<file path="src/rtl/u_lsu_pkg.sv">
// rtl/u_lsu_pkg.sv - funct3 codes, FSM state type and access legality check for the LSU
package lsu_pkg;

  localparam logic [2:0] F3_B  = 3'b000;
  localparam logic [2:0] F3_H  = 3'b001;
  localparam logic [2:0] F3_W  = 3'b010;
  localparam logic [2:0] F3_BU = 3'b100;
  localparam logic [2:0] F3_HU = 3'b101;

  typedef enum logic [1:0] {IDLE, REQ, WAIT} lsu_state_t;

  // Access size is f3[1:0] for every legal encoding, so alignment is checked on that alone.
  function automatic logic lsu_legal(input logic ld, input logic st,
                                     input logic [2:0] f3, input logic [1:0] off);
    logic ok;
    if (ld && st)
      ok = 1'b0;
    else if (ld)
      ok = (f3 == F3_B) || (f3 == F3_H) || (f3 == F3_W) || (f3 == F3_BU) || (f3 == F3_HU);
    else
      ok = (f3 == F3_B) || (f3 == F3_H) || (f3 == F3_W);
    case (f3[1:0])
      2'b01:   ok = ok && !off[0];
      2'b10:   ok = ok && (off == 2'b00);
      default: ok = ok;
    endcase
    return ok;
  endfunction

endpackage

</file>
<file path="src/rtl/u_lsu_ldalign.sv">
// rtl/u_lsu_ldalign.sv - selects the addressed byte/half of a read word and extends it
module u_lsu_ldalign
  import lsu_pkg::*;
(
  input  logic [2:0]  f3,
  input  logic [1:0]  offset,
  input  logic [31:0] rdata,
  output logic [31:0] data
);

  logic [7:0]  byte_sel;
  logic [15:0] half_sel;

  always_comb begin
    byte_sel = rdata[{offset, 3'b000} +: 8];
    half_sel = rdata[{offset[1], 4'b0000} +: 16];
    case (f3)
      F3_B:    data = {{24{byte_sel[7]}}, byte_sel};
      F3_BU:   data = {24'h0, byte_sel};
      F3_H:    data = {{16{half_sel[15]}}, half_sel};
      F3_HU:   data = {16'h0, half_sel};
      default: data = rdata;
    endcase
  end

endmodule

</file>
<file path="src/rtl/u_lsu.sv">
// rtl/u_lsu.sv - load/store unit: legality check, byte-lane store alignment, load writeback
module u_lsu
  import lsu_pkg::*;
#(
  parameter int ADDR_W = 32,
  parameter int XLEN   = 32
) (
  input  logic              clk,
  input  logic              rstn,
  input  logic              lsu_req_v,
  output logic              lsu_req_rdy,
  input  logic              lsu_ld,
  input  logic              lsu_st,
  input  logic [2:0]        lsu_f3,
  input  logic [ADDR_W-1:0] lsu_addr,
  input  logic [XLEN-1:0]   lsu_wdata,
  input  logic [4:0]        lsu_rd_a,
  output logic              dm_req,
  output logic              dm_we,
  output logic [3:0]        dm_be,
  output logic [ADDR_W-1:0] dm_addr,
  output logic [XLEN-1:0]   dm_wdata,
  input  logic              dm_gnt,
  input  logic              dm_rvalid,
  input  logic [XLEN-1:0]   dm_rdata,
  output logic              lsu_rd_e,
  output logic [4:0]        lsu_rd_a_o,
  output logic [XLEN-1:0]   lsu_rd_d,
  output logic              lsu_err,
  output logic              lsu_busy
);

  lsu_state_t        state, state_nx;
  logic              ld_q, ld_nx;
  logic [2:0]        f3_q, f3_nx;
  logic [1:0]        off_q, off_nx;
  logic [4:0]        rd_a_q, rd_a_nx;
  logic              dm_req_nx, dm_we_nx;
  logic [3:0]        dm_be_nx;
  logic [ADDR_W-1:0] dm_addr_nx;
  logic [XLEN-1:0]   dm_wdata_nx;
  logic              rd_e_nx, err_nx;
  logic [4:0]        rd_a_o_nx;
  logic [XLEN-1:0]   rd_d_nx, ld_data;

  assign lsu_req_rdy = (state == IDLE);
  assign lsu_busy    = (state != IDLE);

  u_lsu_ldalign u_ldalign (
    .f3     (f3_q),
    .offset (off_q),
    .rdata  (dm_rdata),
    .data   (ld_data)
  );

  always_comb begin
    state_nx    = state;
    ld_nx       = ld_q;
    f3_nx       = f3_q;
    off_nx      = off_q;
    rd_a_nx     = rd_a_q;
    dm_req_nx   = dm_req;
    dm_we_nx    = dm_we;
    dm_be_nx    = dm_be;
    dm_addr_nx  = dm_addr;
    dm_wdata_nx = dm_wdata;
    rd_e_nx     = 1'b0;
    rd_a_o_nx   = lsu_rd_a_o;
    rd_d_nx     = lsu_rd_d;
    err_nx      = 1'b0;
    case (state)
      IDLE: begin
        if (lsu_req_v && (lsu_ld || lsu_st)) begin
          ld_nx   = lsu_ld;
          f3_nx   = lsu_f3;
          off_nx  = lsu_addr[1:0];
          rd_a_nx = lsu_rd_a;
          if (!lsu_legal(lsu_ld, lsu_st, lsu_f3, lsu_addr[1:0])) begin
            err_nx = 1'b1;
          end else begin
            state_nx   = REQ;
            dm_req_nx  = 1'b1;
            dm_we_nx   = lsu_st;
            dm_addr_nx = {lsu_addr[ADDR_W-1:2], 2'b00};
            if (lsu_ld) begin
              dm_be_nx    = 4'b1111;
              dm_wdata_nx = '0;
            end else begin
              // Replicate narrow store data so every enabled lane carries it.
              case (lsu_f3[1:0])
                2'b00: begin
                  dm_be_nx    = 4'b0001 << lsu_addr[1:0];
                  dm_wdata_nx = {4{lsu_wdata[7:0]}};
                end
                2'b01: begin
                  dm_be_nx    = 4'b0011 << {lsu_addr[1], 1'b0};
                  dm_wdata_nx = {2{lsu_wdata[15:0]}};
                end
                default: begin
                  dm_be_nx    = 4'b1111;
                  dm_wdata_nx = lsu_wdata;
                end
              endcase
            end
          end
        end
      end
      REQ: begin
        if (dm_gnt) begin
          dm_req_nx = 1'b0;
          state_nx  = ld_q ? WAIT : IDLE;
        end
      end
      WAIT: begin
        if (dm_rvalid) begin
          rd_e_nx   = (rd_a_q != 5'd0);
          rd_a_o_nx = rd_a_q;
          rd_d_nx   = ld_data;
          state_nx  = IDLE;
        end
      end
      default: state_nx = IDLE;
    endcase
  end

  always_ff @(posedge clk or negedge rstn) begin
    if (!rstn) begin
      state      <= IDLE;
      ld_q       <= 1'b0;
      f3_q       <= 3'b000;
      off_q      <= 2'b00;
      rd_a_q     <= 5'd0;
      dm_req     <= 1'b0;
      dm_we      <= 1'b0;
      dm_be      <= 4'b0000;
      dm_addr    <= '0;
      dm_wdata   <= '0;
      lsu_rd_e   <= 1'b0;
      lsu_rd_a_o <= 5'd0;
      lsu_rd_d   <= '0;
      lsu_err    <= 1'b0;
    end else begin
      state      <= state_nx;
      ld_q       <= ld_nx;
      f3_q       <= f3_nx;
      off_q      <= off_nx;
      rd_a_q     <= rd_a_nx;
      dm_req     <= dm_req_nx;
      dm_we      <= dm_we_nx;
      dm_be      <= dm_be_nx;
      dm_addr    <= dm_addr_nx;
      dm_wdata   <= dm_wdata_nx;
      lsu_rd_e   <= rd_e_nx;
      lsu_rd_a_o <= rd_a_o_nx;
      lsu_rd_d   <= rd_d_nx;
      lsu_err    <= err_nx;
    end
  end

endmodule

</file>
<file path="config.mk">
export PLATFORM = sky130hd
export DESIGN_NAME = u_lsu
export DESIGN_NICKNAME = d
export VERILOG_FILES = /design/src/rtl/u_lsu_pkg.sv /design/src/rtl/u_lsu_ldalign.sv /design/src/rtl/u_lsu.sv
export SDC_FILE = /design/constraint.sdc
export NUM_CORES = 1
export LEC_CHECK = 0
export ABC_AREA = 1
export CAP_MARGIN = 20
export CORE_MARGIN = 8
export CORE_UTILIZATION = 44
export DETAILED_ROUTE_END_ITERATION = 6
export PLACE_DENSITY = 0.81
export RECOVER_POWER = 50
export SYNTH_ARGS = -nofsm -noshare
export SYNTH_HDL_FRONTEND = slang
export SYNTH_SLANG_ARGS = --single-unit
</file>
<file path="constraint.sdc">
create_clock -name clk -period 2.1 [get_ports clk]
set_clock_uncertainty 0.05 [all_clocks]
set_input_delay 0.315 -clock clk [delete_from_list [all_inputs] [get_ports clk]]
set_output_delay 0.315 -clock clk [all_outputs]
set_load 0.03 [all_outputs]
</file>
# [After elaboration in Yosys (flattened, before gate mapping)]
# Cells that the tools add are included.
[totals] wordCells=83 in_bits=111 output_inout_bits=111 register_bits=120
[op_classes] mux=27 n_shift=4 reduce_logical=23 eq_ne=15
[op_table] operator="32-bit one-hot mux with 4 select lines" count=1
[op_table] operator="32-bit one-hot mux with 2 select lines" count=1
[op_table] operator="32-bit two-way mux" count=1
[op_table] operator="32-bit by 6-bit variable part select with 16-bit output" count=1
[op_table] operator="32-bit by 6-bit variable part select with 8-bit output" count=1
[op_table] operator="1-bit two-way mux" count=14
[op_table] operator="3-bit == test (second input constant)" count=4
[op_table] operator="2-bit two-way mux" count=5
[op_table] operator="4-bit one-hot mux with 2 select lines" count=1
[op_table] operator="4-bit AND reduction" count=2
[op_table] operator="3-bit by 1-bit == test with 1-bit output (second input constant)" count=2
[op_table] operator="2-bit zero test" count=3
[op_table] operator="3-bit zero test" count=2
[op_table] operator="2-bit one-hot mux with 3 select lines" count=1
[op_table] operator="1-bit logical OR" count=5
[op_table] operator="5-bit nonzero test" count=1
[op_table] operator="2-bit by 1-bit == test with 1-bit output (second input constant)" count=2
[op_table] operator="2-bit == test (second input constant)" count=2
[op_table] operator="1-bit logical AND" count=4
[op_table] operator="4-bit two-way mux" count=1
[op_table] operator="2-bit by 1-bit inequality test with 1-bit output (second input constant)" count=2
[op_table] operator="2-bit inequality test (second input constant)" count=2
[op_table] operator="1-bit one-hot mux with 2 select lines" count=2
[op_table] operator="2-bit AND reduction" count=2
[op_table] operator="6 further kinds" count=7

# [Depth between registers and ports, before layout]
[logic_depth] depth_word=16 depth_mapped=13 mapped_depth_nobuf=10

# [By module]
# From an unflattened synthesis, not the netlist that was laid out.
[unflattened] cells_unflattened=755 area_unflattened_um2=5935.7
[modules_own_cells] mod="u_lsu" cells_per_inst=586 n_inst=1 seq_area_each_um2=3002.9 area_per_inst_um2=5063.6
[modules_own_cells] mod="u_lsu_ldalign" cells_per_inst=169 n_inst=1 seq_area_each_um2=0.0 area_per_inst_um2=872.1

# [Worst setup path before layout]
# OpenSTA, ideal clock, no wires.
[synth_path] path_kind="input-to-reg" startpoint="input lsu_f3[1]" endpoint="register dm_wdata[10]" setup_ps=131 path_buffers=3 required_ps=1919 arrival_time_ps=1989 cell_stages=11 path_slack_ps=-69 cell_sequence="clkbuf_1 > clkinv_1 > ha_1 > buf_2 > nor2_1 > nand2_1 > nand3_1 > nor2_2 > inv_2 > clkbuf_1 > o21ai_0"
[synth_via] elab_chain_len=14 word_cells_on_any_way=24 classes_between="eq/ne: 6; mux: 9; reduce/logical: 9"
[synth_lines] element="start, declared" line="u_lsu.sv:14" text="input logic [2:0] lsu_f3,"
[synth_lines] element="3-bit by 1-bit == test with 1-bit output / 3-bit zero test (equally long branches)" line="u_lsu_pkg.sv:19, u_lsu_pkg.sv:21"
[synth_lines] element="1-bit logical OR (2 in a row)" line="u_lsu_pkg.sv:19, u_lsu_pkg.sv:21"
[synth_lines] element="1-bit logical OR (2 in a row)" line="u_lsu_pkg.sv:19" text="ok = (f3 == F3_B) || (f3 == F3_H) || (f3 == F3_W) || (f3 == F3_BU) || (f3 == F3_HU);"
[synth_lines] element="1-bit two-way mux" line="u_lsu_pkg.sv:18" text="else if (ld)"
[synth_lines] element="1-bit two-way mux" line="u_lsu_pkg.sv:16" text="if (ld && st)"
[synth_lines] element="1-bit two-way mux" line="u_lsu.sv:73" text="if (lsu_req_v && (lsu_ld || lsu_st)) begin"
[synth_lines] element="1-bit two-way mux" line="u_lsu.sv:71" text="case (state)"
[synth_lines] element="1-bit logical AND (on tied branches)" line="u_lsu_pkg.sv:24, u_lsu_pkg.sv:23"
[synth_lines] element="1-bit one-hot mux with 2 select lines" line="u_lsu_pkg.sv:22" text="case (f3[1:0])"
[synth_lines] element="1-bit two-way mux" line="u_lsu.sv:73"
[synth_lines] element="1-bit two-way mux" line="u_lsu.sv:71"
[synth_lines] element="3-bit AND reduction (no line)"
[synth_lines] element="end signal, assigned" line="u_lsu.sv:152" text="dm_wdata <= dm_wdata_nx;"
[synth_lines] element="end, declared" line="u_lsu.sv:22" text="output logic [XLEN-1:0] dm_wdata,"
# Parallel ways exist; a longest one is shown, timed or not. The select of a mux whose other input is x is not followed.
# A chain may end at the register's enable or synchronous reset.

# [Final worst setup path]
[layout_path] startpoint="register state[1]" endpoint="output lsu_req_rdy"
[layout_via] elab_chain_len=1
[layout_lines] element="start, declared" line="u_lsu.sv:33" text="lsu_state_t state, state_nx;"
[layout_lines] element="start signal, assigned" line="u_lsu.sv:143" text="state <= state_nx;"
[layout_lines] element="2-bit zero test" line="u_lsu.sv:46" text="assign lsu_req_rdy = (state == IDLE);"
[layout_lines] element="end, declared" line="u_lsu.sv:11" text="output logic lsu_req_rdy,"
# No other way between the ends.

==> results.json <==
{
  "synth_area_leaders": "dfrtp_1 52%, nand2_1 20%, o21ai_0 4.4%",
  "groute.layer.met2.usage_pct": 37.3,
  "report.final.hold_viol_count": 0,
  "synth_edf_count": 0,
  "std_cell_rows": 42,
  "cap_viol_max_count": 0,
  "cts_max_level": 4,
  "yosys_warnings": 0,
  "p_seq_share_pct": 33.4,
  "maxSlewHeadroom_pct": 44.1,
  "wl_um": 18700,
  "power.density_nw_per_um2": 1160,
  "grt_max_degree": 51,
  "grt_pass1_wl_um": 29700,
  "die_h_um": 131,
  "hp-start": "lsu_addr[11]",
  "numCtsBuffers": 17,
  "power.internal_uw": 6310,
  "use_met3_pct": 8.77,
  "cts_tree": "yes",
  "ys_ff_latch": 120,
  "final_common_cell": "nand2_1",
  "drc": 0,
  "cp-start-kind": "flop",
  "dp_slack_ps": -135,
  "cp_slowest_stage_delay_ps": 460,
  "crit_path_max_fanout": 6,
  "rsz0062_at_grt": "false",
  "antenna_found_initial": 0,
  "fmax_ghz": 0.525,
  "yosys.area.top_type": "dfrtp_1",
  "final_nets": 1086,
  "synthFlopType": "dfrtp_1",
  "power_frac_comb_pct": 41.5,
  "clk-insertion-delay-late_ps": 410,
  "avgSynthCellArea_sq_um": 7.77,
  "timing.rr.start": "off_q[1]",
  "crit_type": "flop to output pin",
  "critPathCaptureType": "output pin",
  "coreArea_sq_um": 13000,
  "area.growth.synth_to_final_pct": 51.9,
  "drt_iter0_markers": 432,
  "synth-async-reset-ratio_pct": 100,
  "fin_ws_ps": 196,
  "clkPwrFrac_pct": 25.1,
  "leakage_uw": 0.00440,
  "synth_cells": 746,
  "viasPerCell": 4.98,
  "grt_pass1_vias": 5896,
  "hold_end": "dm_addr[11]",
  "ys_seq_area_share_pct": 51.8,
  "fin_crit_sh_pct": 90.7,
  "crit_slowest_cell": "dlygate4sd2_1",
  "hp-class": "input port to flop",
  "syn_area_sq_um": 5790,
  "grt.overflow.total": 0,
  "reg2reg_depth": 8,
  "top_usage_layer": "met2",
  "worstHoldPathCells": 3,
  "final_cell_area_sq_um": 8800,
  "synthDistinctLibCells": 30,
  "final_layout_size_suffix_gt1_share_pct": 8.45,
  "ir_worst_vdd_v": 0.000770,
  "initial_core_util_pct": 44.5,
  "gp_routability_congestion": 0.863,
  "yosysTopAreaCellShare_pct": 51.8,
  "cp.arrival_ps": 1540,
  "routedWlPerCell_um": 16.1,
  "dieWidth_um": 131,
  "antenna_left": 0,
  "cts_sinks": 120,
  "path_delay_family": "buffers and inverters",
  "cts.path.max_buffers": 2,
  "finalSetupViolCount": 0,
  "io_pins": 222,
  "tightest_slew_ps": 838,
  "placed_cell_area_sq_um": 8300,
  "crit_buf_inv": 1,
  "p_switching_uw": 3920,
  "crit_chain": "nor2_2 -> dlygate4sd2_1",
  "dr.pass1.iters": 6,
  "r2r_end": "lsu_rd_d[15]",
  "min_period_ps": 1900,
  "diodes": 0,
  "vias": 5771,
  "root_buffer": "clkbuf_16",
  "crit_required_ps": 1740,
  "port_buffers": 219,
  "status": "finished clean",
  "grt_usage_pct": 22.7,
  "r2r_slack_ps": 250,
  "dp_hpwl_um": 14000,
  "grt_use_met1_pct": 26.1,
  "final_cell_mix": "312 x nand2_1, 188 x clkdlybuf4s50_1, 120 x dfrtp_1, 51 x inv_1, 51 x o21ai_0",
  "slew_violations": 0,
  "path_clk_slew_ps": 60,
  "die_area_sq_um": 17100,
  "switching_share_pct": 38.3
}
-- per-stage QoR --
step | utilization, % | power (uW) | TNS [ps] | hold slack (ps) | instances
after floorplan | - | 5730 | 0 | -30.6 | 747
after global placement | 63.7 | 7720 | -773 | 247 | 1128
after detailed placement | 63.7 | 7790 | -4100 | 246 | 1128
after CTS | 67.8 | 10400 | 0 | 368 | 1158
after global routing | 67.5 | 10800 | 0 | 378 | 1158
final | 67.5 | 10200 | 0 | 384 | 1158
-- power by group through the flow --
stage / Clock, uW / Sequential [uW] / Combinational (uW)
final: 2570 / 3410 / 4250
after global routing: 2720 / 3510 / 4560
after CTS: 2620 / 3420 / 4370
after detailed placement: 0 / 3440 / 4350
after global placement: 0 / 3430 / 4290
after floorplan: 0 / 4700 / 1030
-- sequential cells by signal (all words and copies together) (netlist names), 2 cells and up --
register and count:
dm_wdata 32, lsu_rd_d 32, dm_addr 30, lsu_rd_a_o 5
rd_a_q 5, dm_be 4, f3_q 3, off_q 2
state 2
-- kinds of logic (layout without fill, tap and decap cells) --
family	Yosys count	count (layout)	synth area share [%]
AO/OA/AOI/OAI	121	121	11.5
other	1	2	0.0647
AND/OR/NAND/NOR	402	402	28.3
buffers and inverters	99	334	7.62
flip-flops	120	120	51.8
adder cells (fa/ha/maj)	3	3	0.648
-- how the worst max path moves through the flow --
| stage | start | to | cells after the start |
|---|---|---|---|
| 6_report | state[1] | lsu_req_rdy | 2 |
| 5_1_grt | rstn | ld_q | 3 |
| 4_1_cts | state[1] | lsu_req_rdy | 2 |
| 3_3_place_gp | lsu_f3[1] | dm_wdata[28] | 10 |
| 2_1_floorplan | lsu_f3[1] | dm_wdata[10] | 11 |
| 3_5_place_dp | lsu_f3[1] | dm_wdata[26] | 10 |
-- repair_timing --
action,CTS,global route
resized for setup,2,0
buffers inserted,0,0
hold endpoints to repair,29,0
hold buffers,1,0
endpoints found under the setup margin,2,0
-- synth_stat cells, drive strengths merged (2+ instances only) --
cell type	count
inv	54
dfrtp	120
clkinv	2
ha	3
o21ai	52
o211ai	18
nor2	20
o22ai	2
or2	18
nand4	3
nand3	45
buf	22
nand2	312
clkbuf	21
a21oi	46
-- worst register-to-register path, stage by stage (launching register included) --
cell	delay [ps]
dfrtp_1	570
clkinv_1	360
nand3_1	180
nand2_1	90
nand2_1	110
buf_12	170
nand3_1	80
nand2_1	80
nand2_1	50
-- layer usage --
| metal | routed length [um] | vias up |
|---|---|---|
| met5 | 0 | - |
| met4 | 360 | 0 |
| met3 | 1930 | 28 |
| met2 | 8950 | 245 |
| met1 | 7420 | 2672 |
| li1 | - | 2826 |
-- final cells by class --
cell class / count / area [sq um]
multi-input cells: 528 / 2350
well taps: 176 / 220
fillers: 1135 / 4230
clock buffers: 21 / 470
flip-flops and latches: 120 / 3000
repair buffers: 249 / 2490
clock inverters: 8 / 51.3
inverters: 56 / 211
Note: power is estimated with default switching activity, not from simulation.
